[config.mk]
export PLATFORM = sky130hd
export DESIGN_NAME = mic_capture_sequencer
export DESIGN_NICKNAME = d
export VERILOG_FILES = /design/src/rtl/mic_capture_sequencer.sv
export SDC_FILE = /design/constraint.sdc
export NUM_CORES = 1
export LEC_CHECK = 0
export ABC_AREA = 1
export BUFFER_PORTS_ARGS = -buffer_cell sky130_fd_sc_hd__buf_2
export CORE_MARGIN = 3
export CORE_UTILIZATION = 50
export CTS_CLUSTER_DIAMETER = 120
export DETAILED_ROUTE_END_ITERATION = 8
export PLACE_DENSITY = 0.76
export SYNTH_ARGS = -nofsm -noshare
export SYNTH_HDL_FRONTEND = slang
export SYNTH_SLANG_ARGS = --single-unit
[constraint.sdc]
create_clock -name clock_in -period 1.6 [get_ports clock_in]
set_input_delay 0.08 -clock clock_in [delete_from_list [all_inputs] [get_ports clock_in]]
set_output_delay 0.08 -clock clock_in [all_outputs]
set_load 0.01 [all_outputs]
[src/rtl/mic_capture_sequencer.sv]
// I2S microphone capture sequencer: holds the receiver in reset, waits out mic settling, then streams
// {left,right} frames into the sample buffer. Define PEAK_DETECT_EN to add per-channel peak outputs.
module mic_capture_sequencer #(
    parameter int ADDR_WIDTH      = 10,
    parameter int SETTLE_FRAMES   = 2048,
    parameter int RX_RESET_CYCLES = 4,
    parameter int WATCHDOG_CYCLES = 4096
) (
    input  logic                  clock_in,
    input  logic                  reset_in,
    input  logic                  start_in,
    input  logic                  stop_in,
    input  logic [ADDR_WIDTH:0]   capture_len_in,
    output logic                  rx_reset_out,
    input  logic [15:0]           rx_left_in,
    input  logic [15:0]           rx_right_in,
    input  logic                  rx_new_sample_in,
    output logic                  buf_we_out,
    output logic [ADDR_WIDTH-1:0] buf_addr_out,
    output logic [31:0]           buf_data_out,
    output logic                  busy_out,
    output logic                  done_out,
    output logic                  error_out,
    output logic [2:0]            state_out,
    output logic [ADDR_WIDTH:0]   frames_written_out
`ifdef PEAK_DETECT_EN
    ,
    output logic [15:0]           peak_left_out,
    output logic [15:0]           peak_right_out
`endif
);

    // state    | meaning
    // IDLE     | receiver held in reset, waiting for start
    // RESET_RX | receiver reset pulse of RX_RESET_CYCLES clocks
    // SETTLE   | receiver running, frames discarded while mics power up
    // CAPTURE  | every new frame written to the buffer
    // DONE     | fixed-length capture finished, done pulse
    // FAULT    | no frames within the watchdog window; receiver held in reset
    typedef enum logic [2:0] {
        ST_IDLE     = 3'd0,
        ST_RESET_RX = 3'd1,
        ST_SETTLE   = 3'd2,
        ST_CAPTURE  = 3'd3,
        ST_DONE     = 3'd4,
        ST_FAULT    = 3'd5
    } state_t;

    localparam int RST_W    = (RX_RESET_CYCLES > 1) ? $clog2(RX_RESET_CYCLES) : 1;
    localparam int SETTLE_W = (SETTLE_FRAMES > 1) ? $clog2(SETTLE_FRAMES) : 1;
    localparam int WD_W     = (WATCHDOG_CYCLES > 1) ? $clog2(WATCHDOG_CYCLES) : 1;

    localparam logic [RST_W-1:0]    RST_LOAD    = RST_W'(RX_RESET_CYCLES - 1);
    localparam logic [SETTLE_W-1:0] SETTLE_LOAD = SETTLE_W'(SETTLE_FRAMES - 1);
    localparam logic [WD_W-1:0]     WD_LOAD     = WD_W'(WATCHDOG_CYCLES - 1);

    state_t                  state;
    logic [ADDR_WIDTH:0]     len_left;
    logic                    continuous;
    logic [ADDR_WIDTH-1:0]   addr_cnt;
    logic [RST_W-1:0]        rst_cnt;
    logic [SETTLE_W-1:0]     settle_cnt;
    logic [WD_W-1:0]         wd_cnt;
    logic                    accept_start;

    assign state_out    = state;
    assign accept_start = start_in && !stop_in && (state == ST_IDLE || state == ST_FAULT);

`ifdef PEAK_DETECT_EN
    // Two's-complement magnitude; -32768 has no positive twin so it clips to 32767.
    function automatic logic [15:0] abs_sat(input logic [15:0] s);
        if (s == 16'h8000)
            return 16'h7fff;
        else if (s[15])
            return ~s + 16'd1;
        else
            return s;
    endfunction

    logic [15:0] mag_left;
    logic [15:0] mag_right;

    assign mag_left  = abs_sat(rx_left_in);
    assign mag_right = abs_sat(rx_right_in);
`endif

    always_ff @(posedge clock_in) begin
        if (reset_in) begin
            state              <= ST_IDLE;
            rx_reset_out       <= 1'b1;
            buf_we_out         <= 1'b0;
            buf_addr_out       <= '0;
            buf_data_out       <= '0;
            busy_out           <= 1'b0;
            done_out           <= 1'b0;
            error_out          <= 1'b0;
            frames_written_out <= '0;
            len_left           <= '0;
            continuous         <= 1'b0;
            addr_cnt           <= '0;
            rst_cnt            <= '0;
            settle_cnt         <= '0;
            wd_cnt             <= '0;
`ifdef PEAK_DETECT_EN
            peak_left_out      <= '0;
            peak_right_out     <= '0;
`endif
        end else begin
            buf_we_out <= 1'b0;
            done_out   <= 1'b0;

            if (accept_start) begin
                state              <= ST_RESET_RX;
                rx_reset_out       <= 1'b1;
                busy_out           <= 1'b1;
                error_out          <= 1'b0;
                len_left           <= capture_len_in;
                continuous         <= (capture_len_in == '0);
                addr_cnt           <= '0;
                buf_addr_out       <= '0;
                frames_written_out <= '0;
                rst_cnt            <= RST_LOAD;
`ifdef PEAK_DETECT_EN
                peak_left_out      <= '0;
                peak_right_out     <= '0;
`endif
            end else begin
                case (state)
                    ST_IDLE: begin
                        rx_reset_out <= 1'b1;
                    end

                    ST_FAULT: begin
                        if (stop_in) begin
                            state    <= ST_IDLE;
                            busy_out <= 1'b0;
                        end
                    end

                    ST_RESET_RX: begin
                        if (stop_in) begin
                            state        <= ST_IDLE;
                            busy_out     <= 1'b0;
                            rx_reset_out <= 1'b1;
                        end else if (rst_cnt == '0) begin
                            state        <= ST_SETTLE;
                            rx_reset_out <= 1'b0;
                            settle_cnt   <= SETTLE_LOAD;
                            wd_cnt       <= WD_LOAD;
                        end else begin
                            rst_cnt <= rst_cnt - 1'b1;
                        end
                    end

                    ST_SETTLE: begin
                        if (stop_in) begin
                            state        <= ST_IDLE;
                            busy_out     <= 1'b0;
                            rx_reset_out <= 1'b1;
                        end else if (rx_new_sample_in) begin
                            wd_cnt <= WD_LOAD;
                            if (settle_cnt == '0)
                                state <= ST_CAPTURE;
                            else
                                settle_cnt <= settle_cnt - 1'b1;
                        end else if (wd_cnt == '0) begin
                            state        <= ST_FAULT;
                            error_out    <= 1'b1;
                            busy_out     <= 1'b0;
                            rx_reset_out <= 1'b1;
                        end else begin
                            wd_cnt <= wd_cnt - 1'b1;
                        end
                    end

                    ST_CAPTURE: begin
                        if (stop_in) begin
                            state        <= ST_IDLE;
                            busy_out     <= 1'b0;
                            rx_reset_out <= 1'b1;
                        end else if (rx_new_sample_in) begin
                            wd_cnt       <= WD_LOAD;
                            buf_we_out   <= 1'b1;
                            buf_addr_out <= addr_cnt;
                            buf_data_out <= {rx_left_in, rx_right_in};
                            addr_cnt     <= addr_cnt + 1'b1;
                            if (frames_written_out != '1)
                                frames_written_out <= frames_written_out + 1'b1;
`ifdef PEAK_DETECT_EN
                            if (mag_left > peak_left_out)
                                peak_left_out <= mag_left;
                            if (mag_right > peak_right_out)
                                peak_right_out <= mag_right;
`endif
                            if (!continuous) begin
                                len_left <= len_left - 1'b1;
                                if (len_left == (ADDR_WIDTH + 1)'(1)) begin
                                    state    <= ST_DONE;
                                    done_out <= 1'b1;
                                end
                            end
                        end else if (wd_cnt == '0) begin
                            state        <= ST_FAULT;
                            error_out    <= 1'b1;
                            busy_out     <= 1'b0;
                            rx_reset_out <= 1'b1;
                        end else begin
                            wd_cnt <= wd_cnt - 1'b1;
                        end
                    end

                    ST_DONE: begin
                        state        <= ST_IDLE;
                        busy_out     <= 1'b0;
                        rx_reset_out <= 1'b1;
                    end

                    default: begin
                        state        <= ST_IDLE;
                        busy_out     <= 1'b0;
                        rx_reset_out <= 1'b1;
                    end
                endcase
            end
        end
    end

endmodule

==> results.yml, run 1 <==
final_layout:
  syn_to_final_growth_pct: 31.75
  num-fill-cells: 864
  nNetsFinal: 1053
  fin_area_um2: 7217
  drive_above_1_share_pct: 26.27
  n_antenna_cell: 0
global_routing:
  grt_pass1_vias: 5618
  top_usage_layer: "met2"
  overflow: 0
  grt_pass1_wl_um: 25520
  grt_max_degree: 47
  use_met3_pct: 6.223
  grt_use_total_pct: 24.33
  grtUsageMet1_pct: 30.54
  grt_antenna_before_repair: 0
  grt_use_met2_pct: 40.74
synthesis:
  synth_top_area_share_pct: 39.47
  synth_largest_area_cell: "dfxtp_1"
  yosysWarnings: 0
  synth_xor_area_share_pct: 1.759
  ys_types: 42
  synthTopCellsByArea: "dfxtp_1 39%, nand2_1 11%, nor2_1 9.4%"
  synth_fp_nets: 867
  synth_top_family_by_area: "simple AND/OR/NAND/NOR gates"
  post_synth_mux_area_share_pct: 0
  synthTopCellsByCount: "166 x nand2_1, 137 x nor2_1, 108 x dfxtp_1, 87 x inv_1, 73 x o21ai_0"
  seq_area_frac_synth_pct: 39.47
  ys.flop_type: "dfxtp_1"
  synth_most_common_cell: "nand2_1"
  synth-seq-cells: 108
  synth_compound_area_share_pct: 13.80
  synthArstFlopShare_pct: 0
  synth_fa_ha_area_share_pct: 1.827
  avgSynthCellArea_um2: 6.754
  synth_area_um2: 5478
  synth_enable_flop_cells: 0
  syn-instance-count: 811
  synthSimpleGateAreaFrac_pct: 33.97
clock_tree:
  cts-htree-levels: 3
  root_buffer: "clkbuf_8"
  cts_buffers: 9
  clockBufferDepth: 2
  worstSkewPairLatency_ns: 0.38
  path_clk_slew_ns: 0.11
  cts_tree: "done"
  cts_sinks: 108
drt:
  num_vias: 5879
  viasPerCell: 5.171
  drc: 0
  antenna_left: 0
  routed_wl_um: 15290
  drtIter0Drc: 293
  wl_per_cell_um: 13.45
  dr.pass1.iters: 5
timing:
  setup_viol: 0
  final_hold_viol_count: 0
  post-route-period-util_pct: 96.20
  timing.hold.ws_ns: 0.01724
  worst_pin_slew_ns: 0.3676
  fin_crit_ns: 1.539
  drv_slew: 0
  fmax_ghz: 0.6497
  skew_ns: 0.01478
  postLayoutSetupSlackWorst_ns: 0.06084
  slew-limit-headroom_pct: 75.29
  rsz0062_at_grt: "true"
power_and_ir_drop:
  ir_drop_mv: 0.6727
  powerDensity_nw_per_um2: 829.1
  leakage_uw: 0.003393
  fin_total_pwr_uw: 5984
placement:
  place_ws_ns: -0.04235
  numPortBuffers: 108
  placed_area_um2: 6456
  place_congestion: 0.9549
  hpwl_um: 9990
setup_path:
  crit_arrival_ns: 1.81
  criticalPathCategory: "register to register"
  end_kind: "register"
  start_kind: "register"
  required_ns: 1.87
  critPathMaxFanout: 7
  r2r_slack_ns: 0.06
floorplan:
  core_area_um2: 10510
  rows: 37
  die_y_um: 110.7
  start_util_pct: 52.13
  die_area_um2: 12250
  dieWidth_um: 110.7
  ioPinCount: 109
worst_hold_path:
  hold_path_class: "input pin to register"
status:
  status: "finished clean"
job:
  drv_cap: 0
==> layout make-up <==
| class | count | area, um^2 | area share, % |
|---|---|---|---|
| sequential | 108 | 2175 | 30.13 |
| inverter | 93 | 359.1 | 4.976 |
| tap | 136 | 170.2 | 2.358 |
| multi-input combinational | 583 | 2939 | 40.72 |
| clock buffer | 9 | 123.9 | 1.716 |
| timing repair buffer | 202 | 1403 | 19.43 |
| clock inverter | 6 | 47.55 | 0.6588 |
==> critical path: stages (launching register included) <==
cell,delay (ns)
dfxtp_4,0.39
nor2_2,0.16
nand2_1,0.11
nand2_2,0.11
nand2_4,0.09
nand2_2,0.14
clkinvlp_4,0.12
clkbuf_4,0.18
o21ai_0,0.08
a21oi_1,0.06
==> stage by stage <==
step / instances / setup TNS [ns] / utilization, %
floorplan: 811 / 0 / -
global placement: 1076 / 0 / 61.44
detailed placement: 1076 / -0.2302 / 61.44
CTS: 1128 / 0 / 66.76
global route: 1137 / -0.7542 / 68.67
finish: 1137 / 0 / 68.67
==> sequential cells by signal, summed over array words and instances, names as in the netlist, 2 cells and up <==
register,flops
rst_cnt,2
settle_cnt,11
state_out,3
len_left,11
frames_written_out,11
addr_cnt,10
wd_cnt,12
buf_addr_out,10
buf_data_out,32
==> metal layers <==
metal	share of wire, %	up-vias
met1	44	2674
li1	-	2977
met4	2.1	0
met2	47	195
met5	0	-
met3	6.3	33
==> cells in the final DEF (no fill, tap or decap), types with 11 or more instances in the layout <==
cell type and count:
buf_4 51, dfxtp_1 102, a21oi_1 48, nor2_2 11, nand2_1 159, o21ai_0 70
nor2_1 129, nand4_1 18, nand2_2 21, nand3_1 49, inv_1 81, dlygate4sd3_1 36
buf_2 108
==> where the power goes <==
group          switching [uW]  leakage, uW  internal, uW
Clock                    1000    0.0000796           572
Combinational             882      0.00244           647
Sequential               90.8     0.000878          2790
Total                    1980      0.00339          4010
==> timing repair <==
| item | 4_1_cts | 5_1_grt |
|---|---|---|
| buffers inserted | 1 | 8 |
| pin swaps | 2 | 7 |
| hold endpoints to repair | 39 | 0 |
| gates cloned | 0 | 1 |
| endpoints found under the setup margin | 25 | 59 |
| resized for setup | 9 | 38 |
| hold buffers | 36 | 0 |
==> logic make-up (layout without fill, tap and decap cells) <==
| logic type | after synthesis | after routing |
|---|---|---|
| and+or+nand+nor | 423 | 424 |
| buffers and inverters | 121 | 310 |
| AOI/OAI and AO/OA | 140 | 140 |
| DFF | 108 | 108 |
| adders and majority gates | 8 | 8 |
| xor gates and xnor gates | 11 | 11 |
==> worst paths after layout <==
check                          from         endpoint  depth (start not counted)
setup / recovery       state_out[0]  buf_addr_out[2]                          9
setup reg to reg       state_out[0]  buf_addr_out[2]                          9
hold reg to reg        rx_reset_out     rx_reset_out                          2
hold / removal    capture_len_in[4]      len_left[4]                          3
Note: power is estimated with default switching activity, not from simulation.
==> run 2: changes to the inputs <==
- CORE_UTILIZATION: 50 -> 55
- MAX_ROUTING_LAYER: not set -> met4
- PLACE_DENSITY: 0.76 -> 0.8
- clock period: 1.6 -> 1.5 ns (I/O delays scaled with it)
==> run 2 against run 1 <==
Net effect:
- count of clock-buffer cells in the layout is the same
- clock power grew 23%
- highest routed layer unchanged
- critical path type unchanged
- the run now ends with negative setup slack left
- maximum frequency shrank 0.31%
- register-to-register slack lost 0.10 ns
- largest cell class unchanged
- sequential share of layout area shrank 1.3 points
- non-clock buffer count grew 10
==> results.yml, run 2 (synthesis gave the netlist of run 1 again) <==
placement:
  placed_area_um2: 6492
  numPortBuffers: 108
  place_ws_ns: -0.04050
  place_congestion: 0.9438
  hpwl_um: 10520
  post-place-cells: 1077
status:
  violations: "negative setup slack"
  status: "complete, but fails checks"
drt:
  num_vias: 6244
  drc: 0
  viasPerCell: 5.468
  dr.pass1.iters: 5
  wl_per_cell_um: 14.75
  antenna_left: 0
  drtIter0Drc: 383
  routed_wl_um: 16840
setup_path:
  crit_buf_inv: 3
  cp_slowest_stage_delay_ns: 0.39
  criticalPathCategory: "register to register"
  critPathTopFamily: "simple AND/OR/NAND/NOR gates"
  r2r_slack_ns: -0.04
  crit_path_start: "state_out[1]"
  crit_arrival_ns: 1.87
  end_kind: "register"
  cp_slowest_cell: "dfxtp_4"
  r2r_start: "state_out[1]"
  start_kind: "register"
  required_ns: 1.82
  critPathMaxFanout: 6
  path_cells: "inv_4, nand2_4, nor2_4, inv_2, o21ai_4, nor2_2, nand2_2, buf_6, nand2_2, a21oi_2"
  cp_common_cell: "nand2_2"
clock_tree:
  worstSkewPairLatency_ns: 0.39
  clockBufferDepth: 2
  root_buffer: "clkbuf_8"
  cts_sinks: 108
  cts_tree: "done"
  cts-htree-levels: 3
  cts_buffers: 9
  path_clk_slew_ns: 0.12
timing:
  fmax_ghz: 0.6477
  post-route-period-util_pct: 102.9
  worst_pin_slew_ns: 0.3960
  skew_ns: 0.009713
  tns_ns: -0.3167
  rsz0062_at_grt: "true"
  final_hold_viol_count: 0
  slew-limit-headroom_pct: 73.32
  drv_slew: 0
  setup_viol: 15
  postLayoutSetupSlackWorst_ns: -0.04402
  fin_crit_ns: 1.544
final_layout:
  largest_reg_flops: 32
  syn_to_final_growth_pct: 38.81
  final_cell_mix: "140 x nand2_1, 115 x nor2_1, 108 x buf_2"
  n_antenna_cell: 0
  drive_above_1_share_pct: 33.96
  layout.cells.non_filler: 1142
  largest_register: "buf_data_out"
  fin_area_um2: 7604
  num-fill-cells: 631
  reg.largest.list: "buf_data_out (32), wd_cnt (12)"
  nNetsFinal: 1064
  final_common_cell: "nand2_1"
global_routing:
  overflow: 0
  grt_use_total_pct: 28.70
  grt_antenna_before_repair: 0
  grt_max_degree: 37
  grt_pass1_vias: 5884
  grt_pass1_wl_um: 26090
power_and_ir_drop:
  ir_drop_mv: 0.8284
  seqPwrFrac_pct: 44.6
  leakage_uw: 0.003515
  powerDensity_nw_per_um2: 903.4
  p_comb_share_pct: 27.1
  cellInternalPower_uw: 4564
  pwr-share-clk_pct: 28.3
  swShare_pct: 33.56
  p_switching_uw: 2305
floorplan:
  core_area_um2: 9459
  die_area_um2: 11190
  dieWidth_um: 105.8
  start_util_pct: 57.91
  rows: 35
  die_y_um: 105.8
  ioPinCount: 109
worst_hold_path:
  hold_start: "capture_len_in[4]"
  hold_path_class: "input pin to register"
job:
  drv_cap: 0
[run 2: cell count changes in the layout (fill, tap and decap cells not counted), sizes merged]
cell | previous run | this run
clkinv | 1 | 2
buf | 165 | 175
inv | 93 | 95
bufinv | 0 | 1
clkinvlp | 5 | 3
[run 2: cell type report]
class,count,area (um^2),area share (%)
Sequential cell,108,2190,28.80
Clock inverter,7,90.09,1.185
Clock buffer,9,123.9,1.629
Timing Repair inverter,1,7.507,0.09873
Tap cell,129,161.4,2.123
Multi-Input combinational cell,583,3172,41.71
Timing Repair Buffer,212,1488,19.57
Inverter,93,371.6,4.887
[run 2: what timing repair did]
action                     CTS  global route
pin swaps                    5            39
buffers inserted             3             7
setup endpoints to repair   54           102
cloned                       0             3
gates resized for setup     24           121
hold endpoints to repair    36             0
hold buffers                36             0
[run 2: worst paths after layout]
check,to,depth (start not counted)
hold reg to reg,addr_cnt[9],2
setup reg to reg,wd_cnt[7],10
hold / removal,len_left[4],3
setup / recovery,wd_cnt[7],10
[run 2: worst reg2reg max path: cells and delay by family, from the launching register on]
| family | cells | cell delay [ns] |
|---|---|---|
| flip-flops | 1 | 0.39 |
| buffers and inverters | 3 | 0.33 |
| AO/OA/AOI/OAI | 2 | 0.32 |
| AND/OR/NAND/NOR | 5 | 0.46 |
[run 2: power by group through the flow]
stage | Clock [uW] | Sequential, uW | Combinational (uW)
after floorplan | 0 | 3120 | 1010
after global placement | 0 | 3110 | 1450
after detailed placement | 0 | 3120 | 1510
after CTS | 1970 | 3050 | 1620
after global routing | 2070 | 3080 | 2050
final | 1950 | 3060 | 1860
[run 2: layer usage]
metal / GRT usage, % / vias to the layer above / part of all wire, %
met5: - / - / 0
met2: 51.09 / 280 / 52
met4: 10.18 / 0 / 3.1
li1: - / 2999 / -
met3: 5.940 / 58 / 6.3
met1: 31.77 / 2907 / 39
[run 2: metrics by stage]
| stage | util [%] | power [uW] | hold slack [ns] |
|---|---|---|---|
| floorplan | - | 4130 | 0.2099 |
| global placement | 68.64 | 4566 | 0.2955 |
| detailed placement | 68.64 | 4630 | 0.3024 |
| CTS | 75.73 | 6638 | 0.01242 |
| global route | 80.38 | 7203 | 0.03432 |
| finish | 80.38 | 6869 | 0.01295 |
